## config.mk

```make
export PLATFORM = sky130hd
export DESIGN_NAME = pipe_stage_elastic
export DESIGN_NICKNAME = d
export VERILOG_FILES = /design/src/rtl/pipe_pkg.sv /design/src/rtl/pipe_entry_reg.sv /design/src/rtl/pipe_stage_elastic.sv
export SDC_FILE = /design/constraint.sdc
export NUM_CORES = 1
export LEC_CHECK = 0
export BUFFER_PORTS_ARGS = -buffer_cell sky130_fd_sc_hd__buf_2
export CAP_MARGIN = 10
export CORE_MARGIN = 2
export CORE_UTILIZATION = 30
export CTS_CLUSTER_SIZE = 25
export DETAILED_ROUTE_END_ITERATION = 7
export MAX_ROUTING_LAYER = met4
export PLACE_DENSITY_LB_ADDON = 0.25
export SETUP_SLACK_MARGIN = 0.1
export SLEW_MARGIN = 20
export SYNTH_ARGS = -nofsm -noshare
export SYNTH_HDL_FRONTEND = slang
export SYNTH_SLANG_ARGS = --single-unit
export TNS_END_PERCENT = 5
```

## constraint.sdc

```tcl
create_clock -name clk -period 21.6 [get_ports clk]
set_input_delay 3.24 -clock clk [delete_from_list [all_inputs] [get_ports clk]]
set_output_delay 3.24 -clock clk [all_outputs]
set_load 0.01 [all_outputs]
```

## src/rtl/pipe_pkg.sv

```systemverilog
// -----------------------------------------------------------------------------
// pipe_pkg
// Shared definitions for the elastic pipeline stage register family.
//
// Contents:
//   CTRL_REGWRITE / CTRL_MEMTOREG : bit positions inside the control bundle
//   DEF_RD_W / DEF_CTRL_W         : default destination-index / ctrl widths
//   ctrl_t                        : named view of the default 2-bit ctrl bundle
//   occ_count()                   : occupancy from the two slot valid bits
// -----------------------------------------------------------------------------
package pipe_pkg;

    localparam int unsigned CTRL_REGWRITE = 0;
    localparam int unsigned CTRL_MEMTOREG = 1;

    localparam int unsigned DEF_RD_W      = 5;
    localparam int unsigned DEF_CTRL_W    = 2;

    // Field order matches the bit indices above (memtoreg is the MSB).
    typedef struct packed {
        logic memtoreg;
        logic regwrite;
    } ctrl_t;

    function automatic logic [1:0] occ_count(input logic main_valid,
                                             input logic skid_valid);
        return {1'b0, main_valid} + {1'b0, skid_valid};
    endfunction

endpackage

```

## src/rtl/pipe_entry_reg.sv

```systemverilog
// -----------------------------------------------------------------------------
// pipe_entry_reg
// One storage slot of the elastic stage: a valid bit plus the payload
// (destination index, read data, ALU result, control bundle).
//
// Ports:
//   clk          in   rising-edge clock
//   reset        in   asynchronous active-high reset, clears valid and payload
//   load_i       in   capture the payload inputs and mark the slot valid
//   kill_i       in   mark the slot invalid, payload holds its last value
//   clr_i        in   squash: clear valid and ctrl (highest priority)
//   rd_i         in   destination register index to capture
//   read_data_i  in   memory read data to capture
//   alu_res_i    in   ALU result to capture
//   ctrl_i       in   control bundle to capture
//   valid_o      out  slot holds a live entry
//   rd_o         out  stored destination register index
//   read_data_o  out  stored read data
//   alu_res_o    out  stored ALU result
//   ctrl_o       out  stored control bundle (unmasked)
// -----------------------------------------------------------------------------
module pipe_entry_reg #(
    parameter int unsigned DATA_W = 64,
    parameter int unsigned RD_W   = 5,
    parameter int unsigned CTRL_W = 2
) (
    input  logic              clk,
    input  logic              reset,
    input  logic              load_i,
    input  logic              kill_i,
    input  logic              clr_i,
    input  logic [RD_W-1:0]   rd_i,
    input  logic [DATA_W-1:0] read_data_i,
    input  logic [DATA_W-1:0] alu_res_i,
    input  logic [CTRL_W-1:0] ctrl_i,
    output logic              valid_o,
    output logic [RD_W-1:0]   rd_o,
    output logic [DATA_W-1:0] read_data_o,
    output logic [DATA_W-1:0] alu_res_o,
    output logic [CTRL_W-1:0] ctrl_o
);

    logic              valid_q,     valid_d;
    logic [RD_W-1:0]   rd_q,        rd_d;
    logic [DATA_W-1:0] read_data_q, read_data_d;
    logic [DATA_W-1:0] alu_res_q,   alu_res_d;
    logic [CTRL_W-1:0] ctrl_q,      ctrl_d;

    // Squash only touches valid and ctrl; data fields are left as they were
    // since nothing downstream may use them without a valid slot.
    always_comb begin
        valid_d     = valid_q;
        rd_d        = rd_q;
        read_data_d = read_data_q;
        alu_res_d   = alu_res_q;
        ctrl_d      = ctrl_q;
        if (clr_i) begin
            valid_d = 1'b0;
            ctrl_d  = '0;
        end else if (load_i) begin
            valid_d     = 1'b1;
            rd_d        = rd_i;
            read_data_d = read_data_i;
            alu_res_d   = alu_res_i;
            ctrl_d      = ctrl_i;
        end else if (kill_i) begin
            valid_d = 1'b0;
        end
    end

    always_ff @(posedge clk or posedge reset) begin
        if (reset) begin
            valid_q     <= 1'b0;
            rd_q        <= '0;
            read_data_q <= '0;
            alu_res_q   <= '0;
            ctrl_q      <= '0;
        end else begin
            valid_q     <= valid_d;
            rd_q        <= rd_d;
            read_data_q <= read_data_d;
            alu_res_q   <= alu_res_d;
            ctrl_q      <= ctrl_d;
        end
    end

    assign valid_o     = valid_q;
    assign rd_o        = rd_q;
    assign read_data_o = read_data_q;
    assign alu_res_o   = alu_res_q;
    assign ctrl_o      = ctrl_q;

endmodule

```

## src/rtl/pipe_stage_elastic.sv

```systemverilog
// -----------------------------------------------------------------------------
// pipe_stage_elastic
// Generic elastic pipeline stage register (usable at any boundary from IF/ID
// to MEM/WB) with valid/ready handshake, optional 2-entry skid buffer,
// synchronous flush, bubble-safe control gating and a writeback-data mux.
//
// Ports:
//   clk            in   rising-edge clock
//   reset          in   asynchronous active-high reset
//   flush          in   synchronous squash of all held entries
//   in_valid       in   upstream entry valid
//   in_ready       out  stage can accept this cycle
//   in_rd          in   destination register index
//   in_read_data   in   memory read data
//   in_alu_res     in   ALU result
//   in_ctrl        in   control bundle (bit0 RegWrite, bit1 MemtoReg)
//   out_valid      out  head entry valid
//   out_ready      in   downstream accepts the head
//   out_rd         out  head destination register index
//   out_read_data  out  head read data
//   out_alu_res    out  head ALU result
//   out_ctrl       out  head control, forced to 0 for an invalid head
//   wb_data        out  head read data if MemtoReg else head ALU result
//   occupancy      out  number of held entries (0..2)
// -----------------------------------------------------------------------------
module pipe_stage_elastic
    import pipe_pkg::*;
#(
    parameter int unsigned DATA_W       = 64,
    parameter int unsigned RD_W         = DEF_RD_W,
    parameter int unsigned CTRL_W       = DEF_CTRL_W,
    parameter int unsigned MEMTOREG_BIT = CTRL_MEMTOREG,
    parameter int unsigned SKID_EN      = 1
) (
    input  logic              clk,
    input  logic              reset,
    input  logic              flush,
    input  logic              in_valid,
    output logic              in_ready,
    input  logic [RD_W-1:0]   in_rd,
    input  logic [DATA_W-1:0] in_read_data,
    input  logic [DATA_W-1:0] in_alu_res,
    input  logic [CTRL_W-1:0] in_ctrl,
    output logic              out_valid,
    input  logic              out_ready,
    output logic [RD_W-1:0]   out_rd,
    output logic [DATA_W-1:0] out_read_data,
    output logic [DATA_W-1:0] out_alu_res,
    output logic [CTRL_W-1:0] out_ctrl,
    output logic [DATA_W-1:0] wb_data,
    output logic [1:0]        occupancy
);

    // Main (head) slot
    logic              main_valid;
    logic [RD_W-1:0]   main_rd;
    logic [DATA_W-1:0] main_read_data;
    logic [DATA_W-1:0] main_alu_res;
    logic [CTRL_W-1:0] main_ctrl;
    logic              main_load, main_kill;

    // Skid slot
    logic              skid_valid;
    logic [RD_W-1:0]   skid_rd;
    logic [DATA_W-1:0] skid_read_data;
    logic [DATA_W-1:0] skid_alu_res;
    logic [CTRL_W-1:0] skid_ctrl;
    logic              skid_load, skid_kill;

    // Main slot input mux: refilled from skid on a pop, otherwise from upstream
    logic              main_from_skid;
    logic [RD_W-1:0]   main_rd_in;
    logic [DATA_W-1:0] main_read_data_in;
    logic [DATA_W-1:0] main_alu_res_in;
    logic [CTRL_W-1:0] main_ctrl_in;

    logic accept;
    logic pop;

    // With the skid buffer, in_ready depends only on a flop, so back-pressure
    // never forms a combinational path from out_ready to in_ready.
    assign in_ready = (SKID_EN != 0) ? ~skid_valid
                                     : (out_ready | ~main_valid);

    assign accept = in_valid  & in_ready;
    assign pop    = main_valid & out_ready;

    always_comb begin
        main_load      = 1'b0;
        main_kill      = 1'b0;
        skid_load      = 1'b0;
        skid_kill      = 1'b0;
        main_from_skid = 1'b0;
        if (SKID_EN != 0) begin
            if (pop) begin
                if (skid_valid) begin
                    // in_ready is low here, so no accept can coincide
                    main_load      = 1'b1;
                    main_from_skid = 1'b1;
                    skid_kill      = 1'b1;
                end else if (accept) begin
                    main_load = 1'b1;
                end else begin
                    main_kill = 1'b1;
                end
            end else if (accept) begin
                if (!main_valid) begin
                    main_load = 1'b1;
                end else begin
                    skid_load = 1'b1;
                end
            end
        end else begin
            if (accept) begin
                main_load = 1'b1;
            end else if (pop) begin
                main_kill = 1'b1;
            end
        end
    end

    always_comb begin
        main_rd_in        = in_rd;
        main_read_data_in = in_read_data;
        main_alu_res_in   = in_alu_res;
        main_ctrl_in      = in_ctrl;
        if (main_from_skid) begin
            main_rd_in        = skid_rd;
            main_read_data_in = skid_read_data;
            main_alu_res_in   = skid_alu_res;
            main_ctrl_in      = skid_ctrl;
        end
    end

    pipe_entry_reg #(
        .DATA_W (DATA_W),
        .RD_W   (RD_W),
        .CTRL_W (CTRL_W)
    ) u_main (
        .clk         (clk),
        .reset       (reset),
        .load_i      (main_load),
        .kill_i      (main_kill),
        .clr_i       (flush),
        .rd_i        (main_rd_in),
        .read_data_i (main_read_data_in),
        .alu_res_i   (main_alu_res_in),
        .ctrl_i      (main_ctrl_in),
        .valid_o     (main_valid),
        .rd_o        (main_rd),
        .read_data_o (main_read_data),
        .alu_res_o   (main_alu_res),
        .ctrl_o      (main_ctrl)
    );

    // In the single-register build the skid slot never loads and stays empty.
    pipe_entry_reg #(
        .DATA_W (DATA_W),
        .RD_W   (RD_W),
        .CTRL_W (CTRL_W)
    ) u_skid (
        .clk         (clk),
        .reset       (reset),
        .load_i      (skid_load),
        .kill_i      (skid_kill),
        .clr_i       (flush),
        .rd_i        (in_rd),
        .read_data_i (in_read_data),
        .alu_res_i   (in_alu_res),
        .ctrl_i      (in_ctrl),
        .valid_o     (skid_valid),
        .rd_o        (skid_rd),
        .read_data_o (skid_read_data),
        .alu_res_o   (skid_alu_res),
        .ctrl_o      (skid_ctrl)
    );

    assign out_valid     = main_valid;
    assign out_rd        = main_rd;
    assign out_read_data = main_read_data;
    assign out_alu_res   = main_alu_res;

    // Bubble safety: an invalid head can never present RegWrite/MemtoReg
    assign out_ctrl = main_ctrl & {CTRL_W{main_valid}};

    assign wb_data   = out_ctrl[MEMTOREG_BIT] ? main_read_data : main_alu_res;
    assign occupancy = occ_count(main_valid, skid_valid);

endmodule

```

==> flow_metrics.tcl <==
set metrics [dict create \
    status "complete, no violations" \
    htreeDepth 1 \
    cts_setup_buffers 0 \
    dp_cells 1645 \
    startpoint_type "register" \
    ctsResizeCount 0 \
    yosys_most_used_dff "dfrtp_1" \
    ir_worst_vdd_mv 0.0536 \
    clkTransAtPathRegs_ns 0.06 \
    synth.avg_cell_area_um2 15.4 \
    design_area_um2 15700 \
    relSlewSlack_pct 34.5 \
    groute.layer.met1.usage_pct 18.4 \
    grtUsageMet3_pct 3.58 \
    antenna_found_initial 5 \
    gp_routability_congestion 0.719 \
    hp-class "register to register" \
    yosys.area.top_type "dfrtp_1" \
    met2_usage_pct 22.3 \
    ys.warnings.count 0 \
    yosysUniqueCellTypes 23 \
    setup_viol 0 \
    drt-initial-drc-count 200 \
    ff2ff_path_depth 4 \
    hold_viol 0 \
    dp_hpwl_mm 19.6 \
    min_period_ns 5.74 \
    clockRootBuffer "clkbuf_16" \
    gr-total-overflow 0 \
    layout-drive-gt1-share_pct 74.0 \
    seq_area_frac_synth_pct 54.3 \
    async_flop_share_pct 100 \
    syn2layout_area_growth_pct 25.1 \
    syn_area_um2 12500 \
    wirelength_mm 30.2 \
    maxSlewViolCount 0 \
    finalNetCount 1289 \
    clk_latency_ns 0.56 \
    syn-num-nets 957 \
    worstPathCellList "nand2_4 -> mux2_2 -> buf_2" \
    drc_errors 0 \
    rsz0062_at_grt "no" \
    min_from "u_skid.alu_res_o[63]" \
    grt_pass1_wl_mm 47.9 \
    portBuffers 342 \
    synthMostInstantiatedCell "mux2_2" \
    ant_nets 0 \
    cts_hold_repair.buffers 0 \
    core_area_um2 41000 \
    rrSetupSlack_ns 18.47 \
    vias 7856 \
    yosys_register_bits 272 \
    finalPower_mw 1.54 \
    ios 343 \
    drv_cap 0 \
    synth_edf_count 0 \
    worstPathBufferInverterCount 1 \
    cp_slowest_cell "nand2_4" \
    instances_no_fill 1699 \
    finalSetupTns_ns 0 \
    place_area_um2 14700 \
    power_density_nw_per_um2 97.9 \
    crit_fanout 65 \
    grt_max_degree 138 \
    hold_end "u_skid.alu_res_o[63]" \
    critical-path-max-stage-delay_ns 0.79 \
    p_leak_nw 7.12 \
    ys_top_cells_by_count "463 x mux2_2, 272 x dfrtp_1, 25 x buf_2" \
    die_w_um 208 \
    cp-end-kind "primary output" \
    dieHeight_um 208 \
    r2r_start "u_main.valid_o" \
    vias_per_cell 4.62 \
    max_freq_mhz 174 \
    die-area_um2 43400 \
    period_share_pct 26.6 \
    grt.total_usage_pct 14.2 \
    routedWlPerCell_um 17.8 \
    rows 74 \
    tightestPinTransition_ns 0.983 \
    ys_top_cells_by_area "dfrtp_1 54%, mux2_2 42%, buf_2 1.0%, buf_6 0.63%, buf_4 0.54%" \
    syn_inst 816 \
    first_pass_iters 4 \
    start_util_pct 30.6 \
    synth.top_cell.area_share_pct 54.3 \
    cts_tree "done" \
    grt-busiest-layer "met2" \
    r2r-end "u_main.alu_res_o[62]" \
    critical_path_class "register to primary output" \
    worst_hold_path.num_cells 1 \
    worstPathArrival_ns 2.50 \
    cts_sinks 272 \
    grt_pass1_vias 8123 \
    critical-path-top-delay-family "simple AND/OR/NAND/NOR gates" \
    finClkSkew_ns 0.0119 \
    clk_path_buf_depth 3 \
    numCtsBuffers 31 \
    worstPathRequired_ns 18.36 \
]
[sequential cells by signal (all words and copies together), names as in the netlist]
register            count
u_main.valid_o          1
u_main.ctrl_o           2
u_skid.valid_o          1
u_main.alu_res_o       64
u_skid.ctrl_o           2
u_skid.read_data_o     64
u_main.rd_o             5
u_skid.rd_o             5
u_main.read_data_o     64
u_skid.alu_res_o       64
[report_power, final]
part	switching [mW]	internal, mW
Clock	0.199	0.288
Sequential	0.0783	0.634
Combinational	0.141	0.195
Total	0.418	1.12
[worst max-delay path by stage]
stage	cells past startpoint	end	start
6_report	3	wb_data[51]	u_main.valid_o
5_1_grt	3	wb_data[43]	u_main.valid_o
4_1_cts	3	wb_data[51]	u_main.valid_o
3_5_place_dp	4	u_main.read_data_o[53]	reset
3_3_place_gp	4	u_main.read_data_o[53]	reset
2_1_floorplan	1	u_main.alu_res_o[0]	reset
[routing by layer]
metal	part of all wire, %	vias to the layer above
li1	-	3630
met2	47	186
met3	5.8	35
met1	45	4005
met5	0	-
met4	1.8	0
[worst reg2reg max path: stages, from the launching register on]
cell      delay, ns
dfrtp_1        0.64
nand2_1        0.22
a211oi_4       0.80
buf_4          0.81
mux2_2         0.56
[kinds of logic after synthesis]
family          Yosys count  share of synthesized area [%]
compound gates           10                          0.659
fa+ha+maj                 1                         0.0998
buf+inv                  58                           2.68
flops                   272                           54.3
mux                     465                           41.8
simple gates             10                          0.509
[layout by cell type, fill, tap and decap left out, types with 3 or more instances in the layout]
| cell | count |
|---|---|
| mux2_2 | 463 |
| buf_2 | 342 |
| dfrtp_1 | 272 |
| clkbuf_16 | 31 |
| clkinv_2 | 6 |
| clkbuf_1 | 6 |
| buf_4 | 6 |
| diode_2 | 5 |
| inv_1 | 5 |
| a211oi_1 | 3 |
[cell type report]
class,instances,area (um2)
diodes,5,12.5
clock buffers,39,826
clock inverters,8,90.1
fillers,3989,25300
inverters,6,30.0
multi-input cells,486,5420
flip-flops and latches,272,6810
well taps,532,666
repair buffers,351,1830
[per-stage QoR]
| stage | util, % | hold slack [ns] | setup slack [ns] |
|---|---|---|---|
| 2_1_floorplan | - | 0.477 | 10.86 |
| 5_1_grt | 38.2 | 0.511 | 15.68 |
| 3_3_place_gp | 35.8 | 0.484 | 15.57 |
| 6_report | 38.2 | 0.500 | 15.86 |
| 4_1_cts | 38.1 | 0.505 | 15.76 |
| 3_5_place_dp | 35.8 | 0.492 | 15.58 |
(Power assumes the default switching activity.)
